<file path="config.mk">
export PLATFORM = sky130hd
export DESIGN_NAME = snn_timestep_scheduler
export DESIGN_NICKNAME = d
export VERILOG_FILES = /design/src/rtl/snn_timestep_scheduler.sv
export SDC_FILE = /design/constraint.sdc
export NUM_CORES = 1
export LEC_CHECK = 0
export CAP_MARGIN = 0
export CORE_AREA = 10 10 105 107
export CTS_CLUSTER_SIZE = 40
export DETAILED_ROUTE_END_ITERATION = 6
export DIE_AREA = 0 0 115 117
export HOLD_SLACK_MARGIN = 0.03
export PLACE_DENSITY = 0.42
export SYNTH_ARGS = -nofsm -noshare
export SYNTH_HDL_FRONTEND = slang
export SYNTH_SLANG_ARGS = --single-unit
</file>
<file path="constraint.sdc">
create_clock -name clk -period 3.05 [get_ports clk]
set_input_delay 0.4575 -clock clk [delete_from_list [all_inputs] [get_ports clk]]
set_output_delay 0.4575 -clock clk [all_outputs]
set_load 0.02 [all_outputs]
</file>
<file path="src/rtl/snn_timestep_scheduler.sv">
// Frame/timestep sequencer for the SNN pipeline: starts the spike source,
// drains each layer in order, commands fire/leak, and guards every wait.
module snn_timestep_scheduler #(
  parameter int N_LAYERS    = 3,
  parameter int TS_WIDTH    = 2,
  parameter int DRAIN_GUARD = 4,
  parameter int TIMEOUT     = 65535
) (
  input  logic                clk,
  input  logic                rst,
  input  logic                frame_start,
  input  logic [TS_WIDTH-1:0] cfg_last_ts,
  input  logic                src_done,
  input  logic [N_LAYERS-1:0] fifo_empty,
  input  logic [N_LAYERS-1:0] layer_busy,
  input  logic [N_LAYERS-1:0] layer_ack,
  output logic                src_go,
  output logic [TS_WIDTH-1:0] timestep,
  output logic [N_LAYERS-1:0] layer_ts_end,
  output logic                frame_done,
  output logic                busy,
  output logic                err_timeout
);

  localparam int KW = (N_LAYERS > 1) ? $clog2(N_LAYERS) : 1;

  typedef enum logic [2:0] {
    S_IDLE,
    S_EMIT,
    S_DRAIN,
    S_FIRE,
    S_DONE
  } state_t;

  state_t              r_state;
  logic [KW-1:0]       r_k;
  logic [3:0]          r_q;
  logic [15:0]         r_wd;
  logic [TS_WIDTH-1:0] r_ts;
  logic [TS_WIDTH-1:0] r_last;
  logic                r_src_go;
  logic [N_LAYERS-1:0] r_ts_end;
  logic                r_done;
  logic                r_busy;
  logic                r_err;

  logic                w_quiet;
  logic                w_ack;
  logic                w_last_k;
  logic                w_last_ts;
  logic                w_wd_exp;
  logic                w_q_full;
  logic [N_LAYERS-1:0] w_sel;

  assign w_quiet   = fifo_empty[r_k] & ~layer_busy[r_k];
  assign w_ack     = layer_ack[r_k];
  assign w_last_k  = (r_k == KW'(N_LAYERS - 1));
  assign w_last_ts = (r_ts == r_last);
  assign w_wd_exp  = (r_wd == 16'(TIMEOUT - 1));
  assign w_q_full  = (r_q == 4'(DRAIN_GUARD - 1));

  always_comb begin
    w_sel      = '0;
    w_sel[r_k] = 1'b1;
  end

  always_ff @(posedge clk or posedge rst) begin
    if (rst) begin
      r_state  <= S_IDLE;
      r_k      <= '0;
      r_q      <= '0;
      r_wd     <= '0;
      r_ts     <= '0;
      r_last   <= '0;
      r_src_go <= 1'b0;
      r_ts_end <= '0;
      r_done   <= 1'b0;
      r_busy   <= 1'b0;
      r_err    <= 1'b0;
    end else begin
      r_src_go <= 1'b0;
      r_done   <= 1'b0;
      unique case (r_state)
        S_IDLE: begin
          r_wd <= '0;
          if (frame_start) begin
            r_last   <= cfg_last_ts;
            r_ts     <= '0;
            r_err    <= 1'b0;
            r_busy   <= 1'b1;
            r_src_go <= 1'b1;
            r_state  <= S_EMIT;
          end
        end
        S_EMIT: begin
          if (w_wd_exp) begin
            r_err   <= 1'b1;
            r_busy  <= 1'b0;
            r_wd    <= '0;
            r_state <= S_IDLE;
          end else if (src_done) begin
            r_k     <= '0;
            r_q     <= '0;
            r_wd    <= '0;
            r_state <= S_DRAIN;
          end else begin
            r_wd <= r_wd + 16'd1;
          end
        end
        S_DRAIN: begin
          if (w_wd_exp) begin
            r_err   <= 1'b1;
            r_busy  <= 1'b0;
            r_wd    <= '0;
            r_state <= S_IDLE;
          end else if (w_quiet && w_q_full) begin
            r_ts_end <= w_sel;
            r_wd     <= '0;
            r_state  <= S_FIRE;
          end else begin
            // any busy/non-empty cycle restarts the quiet window
            r_q  <= w_quiet ? r_q + 4'd1 : 4'd0;
            r_wd <= r_wd + 16'd1;
          end
        end
        S_FIRE: begin
          if (w_wd_exp) begin
            r_err    <= 1'b1;
            r_busy   <= 1'b0;
            r_ts_end <= '0;
            r_wd     <= '0;
            r_state  <= S_IDLE;
          end else if (w_ack) begin
            r_ts_end <= '0;
            r_wd     <= '0;
            if (!w_last_k) begin
              r_k     <= r_k + KW'(1);
              r_q     <= '0;
              r_state <= S_DRAIN;
            end else if (!w_last_ts) begin
              r_ts     <= r_ts + TS_WIDTH'(1);
              r_src_go <= 1'b1;
              r_state  <= S_EMIT;
            end else begin
              r_done  <= 1'b1;
              r_state <= S_DONE;
            end
          end else begin
            r_wd <= r_wd + 16'd1;
          end
        end
        S_DONE: begin
          r_busy  <= 1'b0;
          r_wd    <= '0;
          r_state <= S_IDLE;
        end
        default: begin
          r_busy  <= 1'b0;
          r_state <= S_IDLE;
        end
      endcase
    end
  end

  assign src_go       = r_src_go;
  assign timestep     = r_ts;
  assign layer_ts_end = r_ts_end;
  assign frame_done   = r_done;
  assign busy         = r_busy;
  assign err_timeout  = r_err;

endmodule

</file>
==> results.md <==
- The worst-case IR drop observed on VDD is 391 uV.
- Port buffering added 23 buffers.
- The pre-antenna-repair detailed-routing pass consisted of 4 iterations.
- The area of the core is 9020 um^2.
- The top cell type by area accounts for 41.3% of the synthesized area.
- The ratio of routed vias to standard cells is 4.64.
- The minimum setup slack in the final design is 0.832 ns.
- For this run, the leading register cell type out of synthesis is dfrtp_1.
- The number of antenna violations at the first check in global routing came to 0.
- The number of top-level pins is 24.
- Total power for the finished layout comes to 0.00190 W.
- In the post-synthesis netlist, the cell with the most instances is dfrtp_1.
- The mean routed wirelength per cell is 14.4 um.
- Along the worst hold path, the cell count comes to 1.
- Counting every net in the synthesized netlist gives 240.
- The final clock period utilization by the worst path is 72.7%.
- Between clock sinks in the finished design, the worst skew comes to 0.00832 ns.
- The routed layout has 1643 vias.
- Once layout is done, the placed cells without fillers occupy 2620 um^2.
- The final layout contains 263 nets.
- The number of antenna diodes in the final layout is 0.
- STA puts the critical path data required time at 3.22 ns.
- The minimum setup slack among reg-to-reg paths is 0.83 ns.
- The synthesis-to-layout area growth is 20.1%.
- The number of placement rows is 35.
- Routability-driven placement finished with a final weighted congestion of 0.721.
- The CTS H-tree depth is 2.
- The count of clock tree sinks is 36.
- By area the synthesized netlist is led by dfrtp_1, xnor2_1, ha_1, nand2_1, nor2_2.
- Counting instances in the post-synthesis netlist gives the leading cell types as dfrtp_1, nand2_1, nor2_1.
- The number of distinct library cell variants in the gate-level netlist after synthesis is 64.
- Setup repair after global routing left no endpoint under its margin.
- The startpoint of the most critical register-to-register path is r_q[0]$_DFFE_PP0P_.
- The Yosys step of the flow raised 0 warnings.
- The power density over the cells is 723 nW/um^2.
- In this run, the number of DRC markers left after iteration 0 of detailed routing was 54.
- The floorplan step defined a die boundary enclosing 13500 um^2.
- The sequential share of the synthesized area is 41.3%.
- Cells fill 29.1% of the core in the end.
- The total routing usage reported by global routing is 7.89%.
- The flop and latch count out of synthesis is 36.
- TritonCTS built the clock tree.
- The sum of negative setup slack is 0 ns.
- The maximum buffer depth of the clock tree is 2.
- The arrival time at the worst endpoint is 2.38 ns.
- The pin count of the biggest net entering global routing is 37.
- The synthesized netlist occupies a cell area of 2180 um^2.
- The highest net fanout along the worst path is 13.
- The smallest clock period supported by the final layout is computed as 2.22 ns.
- For the pin with the worst max-slew slack, the measured transition is 0.514 ns.
- The die boundary height is 117 um.
- The highest clock rate is 451 MHz.
- The number of hold buffers added after CTS was 0.
- The flow ran to the end, and the final reports show no timing, DRC or antenna violations.
- The effective utilization at floorplan is 24.2%.
- In this run, CTS created clock tree buffers numbering 5.
- After synthesis, the share of flip-flops with an asynchronous set or reset is 100%.
- The floorplan step set the die width to 115 um.
- The hold violation total from the final report is 0.
- The clock tree root buffer cell is clkbuf_8.
- The worst hold path begins at r_wd[0]$_DFFE_PP0P_.
- The number of design rule violations left after detail routing is 0.
- The first-pass GRT wire length is 8.65 mm.
- The number of setup buffers added after CTS is 0.
- The final count of pins violating max slew is 0.
- The number of global-route vias before repair is 1778.
- The kind of launch point of the worst setup path is a register.
- The number of violations of the max-capacitance limit is 0.
- The tightest min-delay check is of the register to register type.
- The clock latency reported for the late side of the worst-skew pair is 0.30 ns.
- The number of flops mapped to enable cells by yosys is 0.
- Gates resized during post-CTS repair numbered 0.
- The remaining max-slew budget at the tightest pin is 65.5%.
- The critical path is of the register to register type.
- The count of nets left with antenna violations once routing finished came out at 0.
- Setup violations remaining at the end of the flow were counted as 0.
- The reg-to-reg critical path endpoint is r_wd[14]$_DFFE_PP0P_.
- Detailed placement finished with a half-perimeter wire length of 3.69 mm.
- The share of layout cells above drive strength 1 is 16.0%.
- The number of instances in the synthesized netlist is 219.
- The hold-critical path endpoint is r_wd[0]$_DFFE_PP0P_.
- Measured in cells, the most critical reg-to-reg path has a length of 6.
- After detailed routing, the total wire length is 5.08 mm.
- The clock-pin slew reported for the worst setup and hold paths after clock tree synthesis is 0.08 ns.
- The cell type with the largest total area after synthesis is dfrtp_1.
- The worst slack at placement is 0.571 ns.
- The placed standard-cell area is 2510 um^2.
- Each instance of the synthesized netlist takes up on average 9.97 um^2.
- The kind of capture point of the worst setup path is a register.
- The total overflow reported by the global router is 0.
- The analysis attributes to cell leakage a power of 1.02 nW.
==> report_power, final <==
part	internal [W]	switching [W]	total (W)
sequential	0.000562	0.000116	0.000678
clock	0.000243	0.000188	0.000430
combinational	0.000345	0.000443	0.000788
total	0.00115	0.000746	0.00190
==> sequential cells by signal, summed over array words and instances, names as in the netlist <==
register and cells:
busy 1, err_timeout 1, frame_done 1, layer_ts_end 3, r_k 2, r_last 2
r_q 4, r_state 3, r_wd 16, src_go 1, timestep 2
==> metal layers <==
| metal | track usage (%) | wire length, um | vias up |
|---|---|---|---|
| li1 | - | - | 820 |
| met1 | 9.46 | 2380 | 797 |
| met2 | 13.4 | 2460 | 20 |
| met3 | 2.29 | 175 | 6 |
| met4 | 2.23 | 63 | 0 |
| met5 | 0 | 0 | - |
==> layout make-up <==
type                    count  area, um^2
inverters                  12        45.0
clock inverters             2        35.0
well taps                 111         139
clock buffers               6        72.6
flip-flops and latches     36         901
multi-input cells         162        1180
fillers                   975        6400
repair buffers             25         245
==> kinds of logic (layout without fill, tap and decap cells) <==
| group | Yosys count | count (layout) | share of synthesized area [%] |
|---|---|---|---|
| xor+xnor | 15 | 15 | 6.02 |
| compound gates | 43 | 43 | 16.2 |
| fa+ha+maj | 6 | 6 | 3.44 |
| mux | 9 | 9 | 4.36 |
| buf+inv | 21 | 45 | 4.47 |
| simple gates | 89 | 89 | 24.3 |
| flops | 36 | 36 | 41.3 |
==> worst max-delay path: stages (launching register included) <==
cell and delay, ns:
dfrtp_1 0.40, ha_1 0.22, or3b_2 0.53, a31oi_4 0.19, o211ai_2 0.15, a21oi_4 0.49
nor2_1 0.10
==> how the worst max path moves through the flow <==
stage / start / cells after the start / endpoint
6_report: r_q[0]$_DFFE_PP0P_ / 6 / r_wd[14]$_DFFE_PP0P_
5_1_grt: r_q[0]$_DFFE_PP0P_ / 6 / r_wd[14]$_DFFE_PP0P_
4_1_cts: r_q[0]$_DFFE_PP0P_ / 6 / r_wd[14]$_DFFE_PP0P_
3_5_place_dp: fifo_empty[0] / 6 / r_wd[14]$_DFFE_PP0P_
3_3_place_gp: fifo_empty[0] / 6 / r_wd[14]$_DFFE_PP0P_
2_1_floorplan: r_q[0]$_DFFE_PP0P_ / 6 / r_state[0]$_DFFE_PP0P_
==> per-stage QoR <==
step,instances,hold slack [ns]
after floorplan,219,0.491
after global placement,346,0.515
after detailed placement,346,0.513
after CTS,354,0.535
after global routing,354,0.558
final,354,0.529
==> cell usage in the layout (no fill, tap or decap), drive strengths merged, types with 3 or more instances in the layout <==
master / Yosys / layout
a21oi: 6 / 6
a31oi: 5 / 5
and3: 3 / 3
clkbuf: 3 / 6
clkdlybuf4s50: 0 / 23
dfrtp: 36 / 36
ha: 6 / 6
inv: 12 / 12
mux2: 4 / 4
mux2i: 5 / 5
nand2: 18 / 18
nand3: 8 / 8
nor2: 26 / 26
nor3: 4 / 4
nor4b: 3 / 3
o211ai: 4 / 4
o21ai: 7 / 7
o21bai: 3 / 3
o31ai: 6 / 6
or2: 4 / 4
or3b: 3 / 3
xnor2: 10 / 10
xor2: 5 / 5
Power figures use the tool's default switching activity.
